## config.mk

```make
export PLATFORM = sky130hd
export DESIGN_NAME = fb_bank_scheduler
export DESIGN_NICKNAME = d
export VERILOG_FILES = /design/src/rtl/fb_pkg.sv /design/src/rtl/fb_vsync_edge.sv /design/src/rtl/fb_bank_scheduler.sv
export SDC_FILE = /design/constraint.sdc
export NUM_CORES = 1
export LEC_CHECK = 0
export CAP_MARGIN = 0
export CELL_PAD_IN_SITES_DETAIL_PLACEMENT = 0
export CELL_PAD_IN_SITES_GLOBAL_PLACEMENT = 1
export CORE_MARGIN = 2
export CORE_UTILIZATION = 30
export CTS_CLUSTER_DIAMETER = 80
export DETAILED_ROUTE_END_ITERATION = 6
export GPL_ROUTABILITY_DRIVEN = 0
export PLACE_DENSITY = 0.83
export SYNTH_ARGS = -nofsm -noshare
export SYNTH_HDL_FRONTEND = slang
export SYNTH_SLANG_ARGS = --single-unit
```

## constraint.sdc

```tcl
create_clock -name pclk -period 2.2 [get_ports pclk]
set_clock_uncertainty 0.15 [all_clocks]
set_input_delay 0.44 -clock pclk [delete_from_list [all_inputs] [get_ports pclk]]
set_output_delay 0.44 -clock pclk [all_outputs]
set_load 0.1 [all_outputs]
```

## src/rtl/fb_pkg.sv

```systemverilog
// fb_pkg: shared types and frame geometry for the dual-bank frame buffer
// scheduler. Holds the scheduler FSM state encoding and the 320x240 frame
// constants used as defaults by the RTL.
package fb_pkg;

  localparam int FRAME_W      = 320;
  localparam int FRAME_H      = 240;
  localparam int FRAME_PIXELS = FRAME_W * FRAME_H;

  // Capture-side frame state:
  //   WAIT_SYNC  - after reset, waiting for a blanking interval so a partial
  //                frame already in flight is never captured
  //   WAIT_START - blanking, waiting for the v_sync falling edge
  //   CAPTURE    - active video, pixels are written to wr_bank
  //   COMMIT     - single cycle that publishes the finished bank
  typedef enum logic [1:0] {
    WAIT_SYNC  = 2'd0,
    WAIT_START = 2'd1,
    CAPTURE    = 2'd2,
    COMMIT     = 2'd3
  } fb_state_e;

endpackage

```

## src/rtl/fb_vsync_edge.sv

```systemverilog
// fb_vsync_edge: registers the camera v_sync once and reports its edges.
// The edge pulses are combinational from the live input against the
// registered copy, so they are valid in the same cycle v_sync changes.
module fb_vsync_edge (
  input  logic pclk,
  input  logic reset,
  input  logic v_sync_i,
  output logic vs_q_o,
  output logic rise_o,
  output logic fall_o
);

  logic vs_q;

  // One-stage history of v_sync for edge detection.
  always_ff @(posedge pclk or posedge reset) begin
    if (reset) begin
      vs_q <= 1'b0;
    end else begin
      vs_q <= v_sync_i;
    end
  end

  assign vs_q_o = vs_q;
  assign rise_o = v_sync_i & ~vs_q;
  assign fall_o = vs_q & ~v_sync_i;

endmodule

```

## src/rtl/fb_bank_scheduler.sv

```systemverilog
// fb_bank_scheduler: ping-pong bank scheduler between a camera capture path
// and a display reader. The capture side writes one bank while the reader
// owns the other; finished frames are published at COMMIT and handed over
// on reader request. Frames overwritten before being read count as drops.
//
// Optional feature macro: FB_FRAME_CHECK_EN
//   defined   - a frame is only published if exactly FRAME_PIXELS writes were
//               accepted; short/long frames pulse frame_err instead
//   undefined - every COMMIT publishes the frame, frame_err is constant 0
//
// Reader handshake (rd_frame_req / rd_frame_ack):
//   rd_frame_req is a level. A grant happens in any cycle where
//   rd_frame_req=1 and the registered frame_ready=1 (except the COMMIT cycle,
//   where the grant waits one cycle so it picks up the newly committed
//   frame). On the following clock rd_bank switches to the ready bank,
//   frame_ready clears and rd_frame_ack is high for exactly one cycle.
module fb_bank_scheduler
  import fb_pkg::*;
#(
  parameter int ADDR_W       = 17,
  parameter int FRAME_PIXELS = fb_pkg::FRAME_PIXELS,
  parameter int DROP_W       = 8
) (
  input  logic              pclk,
  input  logic              reset,
  input  logic              v_sync,
  input  logic              cam_we,
  input  logic [ADDR_W-1:0] cam_waddr,
  input  logic [15:0]       cam_wdata,
  input  logic              rd_frame_req,
  output logic              mem_we,
  output logic [ADDR_W:0]   mem_waddr,
  output logic [15:0]       mem_wdata,
  output logic              wr_bank,
  output logic              rd_bank,
  output logic              rd_frame_ack,
  output logic              frame_ready,
  output logic [DROP_W-1:0] drop_cnt,
  output logic              frame_err,
  output fb_state_e         dbg_state
);

  localparam logic [31:0] PIX_LIMIT = 32'(FRAME_PIXELS);

  fb_state_e         state_q, state_d;
  logic              rd_bank_q, rd_bank_d;
  logic              wr_bank_q, wr_bank_d;
  logic              ready_bank_q, ready_bank_d;
  logic              frame_ready_q, frame_ready_d;
  logic [DROP_W-1:0] drop_cnt_q, drop_cnt_d;
  logic              ack_q, ack_d;
  logic              mem_we_q, mem_we_d;
  logic [ADDR_W:0]   mem_waddr_q, mem_waddr_d;
  logic [15:0]       mem_wdata_q, mem_wdata_d;

  logic              vs_q, vs_rise, vs_fall;
  logic              grant, start, in_range, frame_ok;
  logic [DROP_W-1:0] drop_inc;

  fb_vsync_edge u_vsync_edge (
    .pclk     (pclk),
    .reset    (reset),
    .v_sync_i (v_sync),
    .vs_q_o   (vs_q),
    .rise_o   (vs_rise),
    .fall_o   (vs_fall)
  );

  // Helper terms shared by the FSM and the bank bookkeeping.
  assign in_range = (32'(cam_waddr) < PIX_LIMIT);
  assign start    = (state_q == WAIT_START) && vs_fall;
  assign grant    = rd_frame_req && frame_ready_q && (state_q != COMMIT);
  assign drop_inc = (&drop_cnt_q) ? drop_cnt_q : drop_cnt_q + 1'b1;

`ifdef FB_FRAME_CHECK_EN
  localparam int CNT_W = $clog2(FRAME_PIXELS + 1);

  logic [CNT_W-1:0] wr_cnt_q, wr_cnt_d;
  logic             err_q;

  // Accepted-write count for the current frame, saturating so an
  // overlong frame can never wrap back onto FRAME_PIXELS.
  always_comb begin
    wr_cnt_d = wr_cnt_q;
    if (start) begin
      wr_cnt_d = '0;
    end else if (mem_we_d && !(&wr_cnt_q)) begin
      wr_cnt_d = wr_cnt_q + 1'b1;
    end
  end

  // Write counter and frame-error pulse registers.
  always_ff @(posedge pclk or posedge reset) begin
    if (reset) begin
      wr_cnt_q <= '0;
      err_q    <= 1'b0;
    end else begin
      wr_cnt_q <= wr_cnt_d;
      err_q    <= (state_q == COMMIT) && !frame_ok;
    end
  end

  assign frame_ok  = (32'(wr_cnt_q) == PIX_LIMIT);
  assign frame_err = err_q;
`else
  assign frame_ok  = 1'b1;
  assign frame_err = 1'b0;
`endif

  // Next-state and bank bookkeeping. Grant and COMMIT are exclusive by
  // construction of grant; grant is resolved before capture entry so a
  // same-cycle start writes into the bank the reader just released.
  always_comb begin
    state_d       = state_q;
    rd_bank_d     = rd_bank_q;
    wr_bank_d     = wr_bank_q;
    ready_bank_d  = ready_bank_q;
    frame_ready_d = frame_ready_q;
    drop_cnt_d    = drop_cnt_q;
    ack_d         = 1'b0;

    case (state_q)
      WAIT_SYNC:  if (vs_q)    state_d = WAIT_START;
      WAIT_START: if (vs_fall) state_d = CAPTURE;
      CAPTURE:    if (vs_rise) state_d = COMMIT;
      COMMIT:                  state_d = WAIT_START;
      default:                 state_d = WAIT_SYNC;
    endcase

    if (grant) begin
      rd_bank_d     = ready_bank_q;
      frame_ready_d = 1'b0;
      ack_d         = 1'b1;
    end

    // Capture entry: always write the bank the reader does not own. If an
    // unread frame sits in that bank it is about to be overwritten.
    if (start) begin
      wr_bank_d = ~rd_bank_d;
      if (frame_ready_q && !grant) begin
        frame_ready_d = 1'b0;
        drop_cnt_d    = drop_inc;
      end
    end

    // Publish the finished bank; an unread older frame is lost.
    if (state_q == COMMIT && frame_ok) begin
      ready_bank_d  = wr_bank_q;
      frame_ready_d = 1'b1;
      if (frame_ready_q) begin
        drop_cnt_d = drop_inc;
      end
    end
  end

  // Write path: one-cycle registered pass-through of accepted camera writes.
  always_comb begin
    mem_we_d    = cam_we && (state_q == CAPTURE) && in_range;
    mem_waddr_d = {wr_bank_q, cam_waddr};
    mem_wdata_d = cam_wdata;
  end

  // FSM state register.
  always_ff @(posedge pclk or posedge reset) begin
    if (reset) begin
      state_q <= WAIT_SYNC;
    end else begin
      state_q <= state_d;
    end
  end

  // Bank ownership, handshake and drop-count registers.
  always_ff @(posedge pclk or posedge reset) begin
    if (reset) begin
      rd_bank_q     <= 1'b0;
      wr_bank_q     <= 1'b1;
      ready_bank_q  <= 1'b1;
      frame_ready_q <= 1'b0;
      drop_cnt_q    <= '0;
      ack_q         <= 1'b0;
    end else begin
      rd_bank_q     <= rd_bank_d;
      wr_bank_q     <= wr_bank_d;
      ready_bank_q  <= ready_bank_d;
      frame_ready_q <= frame_ready_d;
      drop_cnt_q    <= drop_cnt_d;
      ack_q         <= ack_d;
    end
  end

  // Frame-buffer write port registers.
  always_ff @(posedge pclk or posedge reset) begin
    if (reset) begin
      mem_we_q    <= 1'b0;
      mem_waddr_q <= '0;
      mem_wdata_q <= '0;
    end else begin
      mem_we_q    <= mem_we_d;
      mem_waddr_q <= mem_waddr_d;
      mem_wdata_q <= mem_wdata_d;
    end
  end

  assign mem_we       = mem_we_q;
  assign mem_waddr    = mem_waddr_q;
  assign mem_wdata    = mem_wdata_q;
  assign wr_bank      = wr_bank_q;
  assign rd_bank      = rd_bank_q;
  assign rd_frame_ack = ack_q;
  assign frame_ready  = frame_ready_q;
  assign drop_cnt     = drop_cnt_q;
  assign dbg_state    = state_q;

endmodule
```

* Word level (Yosys, flattened, before mapping) *
Index checks and enable logic that the tools add are counted.

cells by class
  add/sub/neg operators = 1
  order comparisons = 1
  equality and inequality tests = 7
  muxes and demuxes = 15
  bitwise operators = 5
  reduce and logical (&&, ||, !) cells = 10

operators by type and width
  kind                    number
  $mux W8                 5
  $lt A17 B17 Y1 const B  1
  $add A8 B1 Y8 const B   1
  $pmux W2 S4             1
  $reduce_and A8 Y1       1
  $logic_and A1 B1 Y1     6
  $mux W1                 6
  $mux W2                 3
  $eq A2 B2 Y1 const B    2
  $ne A2 B1 Y1 const B    2
  $ne A2 B2 Y1 const B    2
  $not A1 Y1              3
  $reduce_and A3 Y1       1
  $and A1 B1 Y1           2
  $eq A2 B1 Y1 const B    1
  $logic_not A2 Y1        1
  $logic_not A1 Y1        1

storage, ports and cells
  register bits after elaboration = 51
  input port bits = 38
  output and inout port bits = 50
  word-level logic and storage cells = 50

* Depth between registers and ports, before layout *
Gate-level depths: netlist (run 1).

  depth in word-level cells = 8
  mapped depth = 6
  mapped depth without buffers = 6

* Modules after synthesis *
Synthesis (run 1) repeated with hierarchy kept, for this count alone.

second synthesis, totals
  cell total of the unflattened synthesis = 114
  area, all modules = 1,729.2 sq um

modules (own cells, without submodules)
  module             times used  cells an instance  area each (sq um)  sequential area each (sq um)
  fb_bank_scheduler  1           110                1,685.4            1,253.7
  fb_vsync_edge      1           4                  43.8               25.0

* Worst setup path after synthesis (run 1) *
No wires, ideal clock.

  path type = flip-flop to flip-flop
  from = reg state_q[0], in the netlist dbg_state[0]
  to = reg (tool-made name)
  setup time = 128 ps
  arrival time = 2,202 ps
  data required time = 1,922 ps
  slack = -280 ps
  cell stages (with the launch flop) = 6
  buffers on the path = 0
  period minus slack after synthesis = 2,480 ps
  cell sequence = dfrtp_1 ha_1 and4bb_4 o21ai_2 nor3_1 mux2_1

RTL lines
  item                    line                      text
  start, declared         fb_bank_scheduler.sv:45   fb_state_e state_q, state_d;
  start signal, assigned  fb_bank_scheduler.sv:168  state_q <= state_d;

==> results by group, run 1 <==
Status
  • Status: finished clean

STA
  • Setup TNS Final: 0 ps
  • Fin. Hold Viols: 0
  • Hold slack: 287 ps
  • Fin. max-slew vios: 0
  • RSZ-0062 raised after global routing: false
  • Min cycle time layout: ~1900 ps
  • Fmax: about 520 MHz
  • Final setup vio count: 0
  • Final worst path period share: 87.4%

Synth
  • Async set-reset flop share out of synthesis: 100%
  • Synth Cell Area: approximately 1700 um^2
  • Top cells by area, synth: dfrtp_1, ha_1, dfstp_2
  • EDFF count, synth: 0
  • Sequential element share of the synthesized area: 73.3%
  • Largest area contributor in the netlist: dfrtp_1
  • Syn Area/Cell: 15.0 um^2
  • Post-Synthesis Cells: between 100 and 150
  • Synth top area share: 70.3%
  • Synthesized flop and latch total: 51
  • Syn. warnings: 0
  • Cell variety after synth: 32
  • Top FF cell, synth: dfrtp_1
  • Net Count, Synth: 159

Detailed routing
  • 1st-pass router iterations: 4
  • Initial drt markers: 32
  • Vias: roughly 1.2k
  • Antenna Nets Post-Route: 0
  • Final WL: 4.09 mm
  • Vias per std cell: 4.38
  • DRC viols: 0
  • WL per Instance: between 10 and 15 um

Run
  • Max-Cap Viols: 0

Worst setup path
  • Kind of end point of the critical path: flop
  • Buf+Inv Stages, Crit Path: 1
  • Largest delay share family, worst path: simple AND/OR/NAND/NOR gates
  • CP required: around 2200 ps
  • CP Data Arrival Time: 1960 ps
  • CP startpoint kind: flop
  • Cells along the critical path: inv_1 -> ha_1 -> and4bb_4 -> o21ai_2 -> nor3_1 -> mux2_1
  • Max incr delay on CP: 440 ps
  • Slowest cell on crit path: dfrtp_2
  • WS Path Type: reg -> reg
  • Crit-path max FO: 5

Placement
  • Post-DP HPWL: about 3.2 mm
  • Number of buffers added on ports: 86

Die
  • Initial Util: 31.3%
  • Core area: 5570 um^2
  • Die Y: around 80 um
  • Die area: about 6400 um^2
  • Die X: between 80 and 90 um
  • Cell row count: 27
  • IO Count: 88

Layout
  • Most frequent cells in the layout: buf_4, dfrtp_1, clkdlybuf4s50_1
  • FF/Latch Area: around 1300 um^2
  • Final net count: 253
  • Antenna diodes: 0
  • Layout cells sized above 1: a little over a third
  • Multi-input gate area: 439 um^2
  • Area grow syn2layout: 56.7%
  • Fill count: ~500
  • Post-layout util: between 40 and 50%
  • Commonest non-fill, non-tap cell in the layout: buf_4

Clocking
  • H-tree levels: 2
  • Resized cells post-CTS: 0
  • Setup bufs post-CTS: 0
  • Root buf cell: clkbuf_8
  • CTS Sinks: 51
  • Max Root-Sink Buffers: 2
  • Worst-skew pair later-pin latency: roughly 300 ps
  • Number of hold buffers added after CTS: 0
  • Clk pin slew, worst setup/hold paths: 90 ps
  • Cts bufs inserted: 5
  • CTS tree: yes

GRT
  • All-Layer GR Usage: 13.1%
  • Global route total overflow: 0
  • Vias in the first global route: approximately 1.2k
  • First-pass GRT wire length: 6.14 mm
  • Largest net degree at the start of global routing: 33
  • Initial antenna violation count: 0

Pwr
  • P_leak: 1.25 nW
  • Maximum vdd drop: 0.825 mV
  • PD cells: 1370 nW/um^2

Worst hold path
  • Tightest Hold Check Type: reg -> reg
logic make-up (layout without fill, tap and decap cells):
| logic type | count (synthesis) | in the layout | synth area share, % |
|---|---|---|---|
| AND/OR/NAND/NOR | 27 | 27 | 8.47 |
| buffers and inverters | 6 | 100 | 1.51 |
| adder cells (fa/ha/maj) | 5 | 5 | 3.59 |
| flip-flops | 51 | 51 | 73.3 |
| XOR/XNOR | 1 | 1 | 0.502 |
| other | 1 | 1 | 0.215 |
| multiplexers | 10 | 10 | 6.53 |
| AO/OA/AOI/OAI | 15 | 15 | 5.88 |
report_power, final:
group | total [mW] | switching [mW] | internal [mW]
clock network | 0.621 | 0.288 | 0.332
registers | 1.27 | 0.149 | 1.12
logic | 1.85 | 1.36 | 0.495
total | 3.74 | 1.79 | 1.94
state kept, by name, indices dropped and copies added, names as in the netlist, named ones only:
register / count
frame_ready: 1
dbg_state: 2
u_vsync_edge.vs_q_o: 1
mem_we: 1
mem_waddr: 18
ready_bank_q: 1
mem_wdata: 16
drop_cnt: 5
wr_bank: 1
rd_frame_ack: 1
rd_bank: 1
path summary, 6_finish.rpt:
check                                end    startpoint  slack, ps  cells past startpoint
setup / recovery                    flop  dbg_state[1]        280                      6
hold / removal             mem_waddr[17]       wr_bank        290                      0
setup reg to reg                    flop  dbg_state[1]        280                      6
hold reg to reg            mem_waddr[17]       wr_bank        290                      0
max in group asynchronous   mem_waddr[2]         reset       1070                      3
min in group asynchronous   dbg_state[1]         reset        310                      2
cells in the mapped netlist (2+ instances only):
master    n
a21oi_1   4
inv_1     5
o21ai_0   4
mux2_1    3
ha_1      5
mux2_2    4
nor2_1    5
mux2i_1   2
dfrtp_1  49
nand3_1   2
nand4_1   2
dfstp_2   2
nand2_1  10
area by class of cell:
type / instances / share of cell area (%)
timing repair buffer: 88 / 28.9
clock buffer: 5 / 2.52
clock inverter: 2 / 1.37
multi-input combinational: 59 / 16.1
sequential: 51 / 47.1
tap: 72 / 3.30
inverter: 5 / 0.687
stage by stage:
| stage | area [um^2] | total power [mW] | setup WS [ps] | cells |
|---|---|---|---|---|
| floorplan | 1750 | 2.66 | 38.8 | 116 |
| global placement | 2630 | 3.15 | 48.7 | 275 |
| detailed placement | 2630 | 3.16 | 34.1 | 275 |
| CTS | 2730 | 3.80 | 250 | 282 |
| global route | 2730 | 3.92 | 165 | 282 |
| finish | 2730 | 3.74 | 276 | 282 |
metal layers:
metal	GRT usage, %	share of wire, %	wire length (um)
met5	0	0	0
met4	6.10	1.9	76
met3	3.82	9.7	395
met2	20.3	45	1830
met1	16.7	44	1790
(Power assumes the default switching activity.)
==> run 2, diff against run 1 <==
SYNTH_HIERARCHICAL = 1   (was unset)
==> results by group, run 2 <==
STA
  • Max-slew headroom: 65.8%
  • Hold slack: 154 ps (-134 ps)
  • Final worst path period share: 85.3% (-2.1 points)
  • Fmax: 533 MHz (+2.4%)
  • Setup TNS Final: 0 ps (unchanged)
  • Fin. max-slew vios: 0 (unchanged)
  • RSZ-0062 raised after global routing: false
  • Min cycle time layout: 1880 ps (-46.0 ps)
  • Final setup vio count: 0 (unchanged)
  • Worst Tran Pin Value: about 510 ps
  • Fin. Hold Viols: 0 (unchanged)

Clocking
  • Setup bufs post-CTS: 0 (unchanged)
  • CTS tree: yes
  • CTS Sinks: 51 (unchanged)
  • H-tree levels: 2 (unchanged)
  • Resized cells post-CTS: 0 (unchanged)
  • Clk pin slew, worst setup/hold paths: 90 ps (about the same)
  • Number of hold buffers added after CTS: 0 (unchanged)
  • Worst-skew pair later-pin latency: 300 ps (about the same)
  • Max Root-Sink Buffers: 2 (unchanged)
  • Cts bufs inserted: 5 (unchanged)
  • Root buf cell: clkbuf_8

Detailed routing
  • DRC viols: 0 (unchanged)
  • WL per Instance: 13.2 um (-9.4%)
  • Antenna Nets Post-Route: 0 (unchanged)
  • Final WL: 3.70 mm (-9.7%)
  • 1st-pass router iterations: 4 (unchanged)
  • Vias: 1168 (-5.5%)
  • Initial drt markers: 49 (+53%)
  • Vias per std cell: 4.16 (-5.2%)

Die
  • Die Y: 79.9 um (-0.41%)
  • Cell row count: 27 (unchanged)
  • IO Count: 88 (unchanged)
  • Initial Util: 31.2% (-0.080 points)
  • Core area: 5540 um^2 (-0.61%)
  • Die X: 79.9 um (-0.41%)
  • Die area: 6390 um^2 (-0.82%)

Synth
  • Dominant cell by count in the synthesized netlist: dfrtp_1
  • Syn. warnings: 6 (+6)
  • Async set-reset flop share out of synthesis: 100% (unchanged)
  • Sequential element share of the synthesized area: 74.0% (+0.64 points)
  • Synth top area share: 70.9% (+0.61 points)
  • Post-Synthesis Cells: 114 (-1.7%)
  • Largest area contributor in the netlist: dfrtp_1
  • Synth Cell Area: 1730 um^2 (-0.86%)
  • Synth cell count leaders: dfrtp_1, inv_1, nand2_1
  • Net Count, Synth: 157 (-1.3%)
  • Syn Area/Cell: 15.2 um^2 (+0.88%)
  • Synthesized flop and latch total: 51 (unchanged)
  • Top cells by area, synth: dfrtp_1, ha_1, dfstp_2
  • EDFF count, synth: 0 (unchanged)
  • Cell variety after synth: 30 (-6.3%)
  • Top FF cell, synth: dfrtp_1

Placement
  • Number of buffers added on ports: 86 (unchanged)
  • Placed instance count: 273 (-0.73%)
  • Post-DP HPWL: 2.93 mm (-9.3%)

GRT
  • Largest net degree at the start of global routing: 36 (+9.1%)
  • Met1 Use GR: 13.9% (-2.8 points)
  • GR Util met2: 18.9% (-1.3 points)
  • All-Layer GR Usage: 11.6% (-1.4 points)
  • GRT met3 Usage: 3.96% (+0.14 points)
  • GRT Max-Usage Layer: met2
  • Initial antenna violation count: 0 (unchanged)
  • Vias in the first global route: 1107 (-6.5%)
  • Global route total overflow: 0 (unchanged)
  • First-pass GRT wire length: 5.52 mm (-10%)

Layout
  • Max FFs per register: 18 (unchanged)
  • Layout cells sized above 1: 36.8% (+0.18 points)
  • Most frequent cells in the layout: buf_4, dfrtp_1, clkdlybuf4s50_1
  • Antenna diodes: 0 (unchanged)
  • Area grow syn2layout: 56.7% (about the same)
  • Final net count: 251 (-0.79%)
  • Commonest non-fill, non-tap cell in the layout: buf_4
  • Finished Layout Cells: 281 (-0.35%)

Worst hold path
  • Tightest Hold Check Type: in -> async

Worst setup path
  • Crit-path max FO: 3 (-2)
  • WS Path Type: in -> reg
  • CP Data Arrival Time: 1950 ps (about the same)
  • Kind of end point of the critical path: flop
  • CP required: 2270 ps (+30 ps)
  • R2R Setup Slk: 390 ps (+110 ps)
  • CP startpoint kind: input pin

Pwr
  • PD cells: 1370 nW/um^2 (+0.18%)
  • Maximum vdd drop: 1.19 mV (+45%)
  • P_leak: 1.27 nW (+1.6%)

Run
  • Max-Cap Viols: 0 (unchanged)

Status
  • Status: finished clean
-- run 2: cell types whose count changed in the layout (fill, tap and decap cells not counted), moves of 2 or more --
cell / previous run / this run
nor3_1: 1 / 3
nor2_1: 5 / 3
nand2_1: 10 / 8
dfrtp_2: 7 / 5
xor2_1: 0 / 2
inv_1: 4 / 9
dfrtp_1: 42 / 44
a21oi_1: 4 / 1
-- run 2: stage by stage --
stage	instance area (um^2)	utilization (%)	setup WS [ps]	power, mW
2_1_floorplan	1740	-	37.3	2.64
3_3_place_gp	2600	46.9	32.4	3.09
3_5_place_dp	2600	46.9	8.75	3.10
4_1_cts	2710	48.9	338	3.76
5_1_grt	2710	48.9	236	3.89
6_report	2710	48.9	322	3.71
-- run 2: report_power, final --
group / switching [mW] / total, mW / internal, mW
combinational: 1.36 / 1.82 / 0.457
clock: 0.303 / 0.642 / 0.339
sequential: 0.138 / 1.25 / 1.12
total: 1.80 / 3.71 / 1.91
-- run 2: cell families after synthesis --
group                      count (synthesis)  synth area share [%]
and+or+nand+nor                           25                  7.96
muxes                                      7                  4.49
xor gates and xnor gates                   3                  1.52
DFF                                       51                  74.0
other                                      1                 0.217
buffers and inverters                     11                  2.61
AOI/OAI and AO/OA                         11                  5.64
adders and majority gates                  5                  3.62
-- run 2: final timing paths --
kind	startpoint	end	depth (start not counted)
worst max-delay path	v_sync	dbg_state[0]	5
worst min-delay path	reset	u_vsync_edge/vs_q_o	2
worst max register to register	dbg_state[1]	flop	6
worst min register to register	wr_bank	mem_waddr[17]	0
max in group asynchronous	reset	wr_bank	3
min in group pclk	wr_bank	mem_waddr[17]	0
-- run 2: worst max-delay path: stages --
cell and delay, ps:
clkdlybuf4s50_1 430, and2b_2 270, inv_1 50, a222oi_1 510
mux2i_1 250
-- run 2: layer usage --
metal	wire [um]	part of all wire (%)
met5	0	0
met3	359	9.7
met2	1730	47
met4	68	1.8
met1	1530	42
-- run 2: cell type report --
type	instances	area [um^2]
Clock buffer	5	68.8
Tap cell	72	90.1
Timing Repair Buffer	88	778
Inverter	10	37.5
Sequential cell	51	1280
Fill cell	515	2830
Clock inverter	3	43.8
Multi-Input combinational cell	52	405
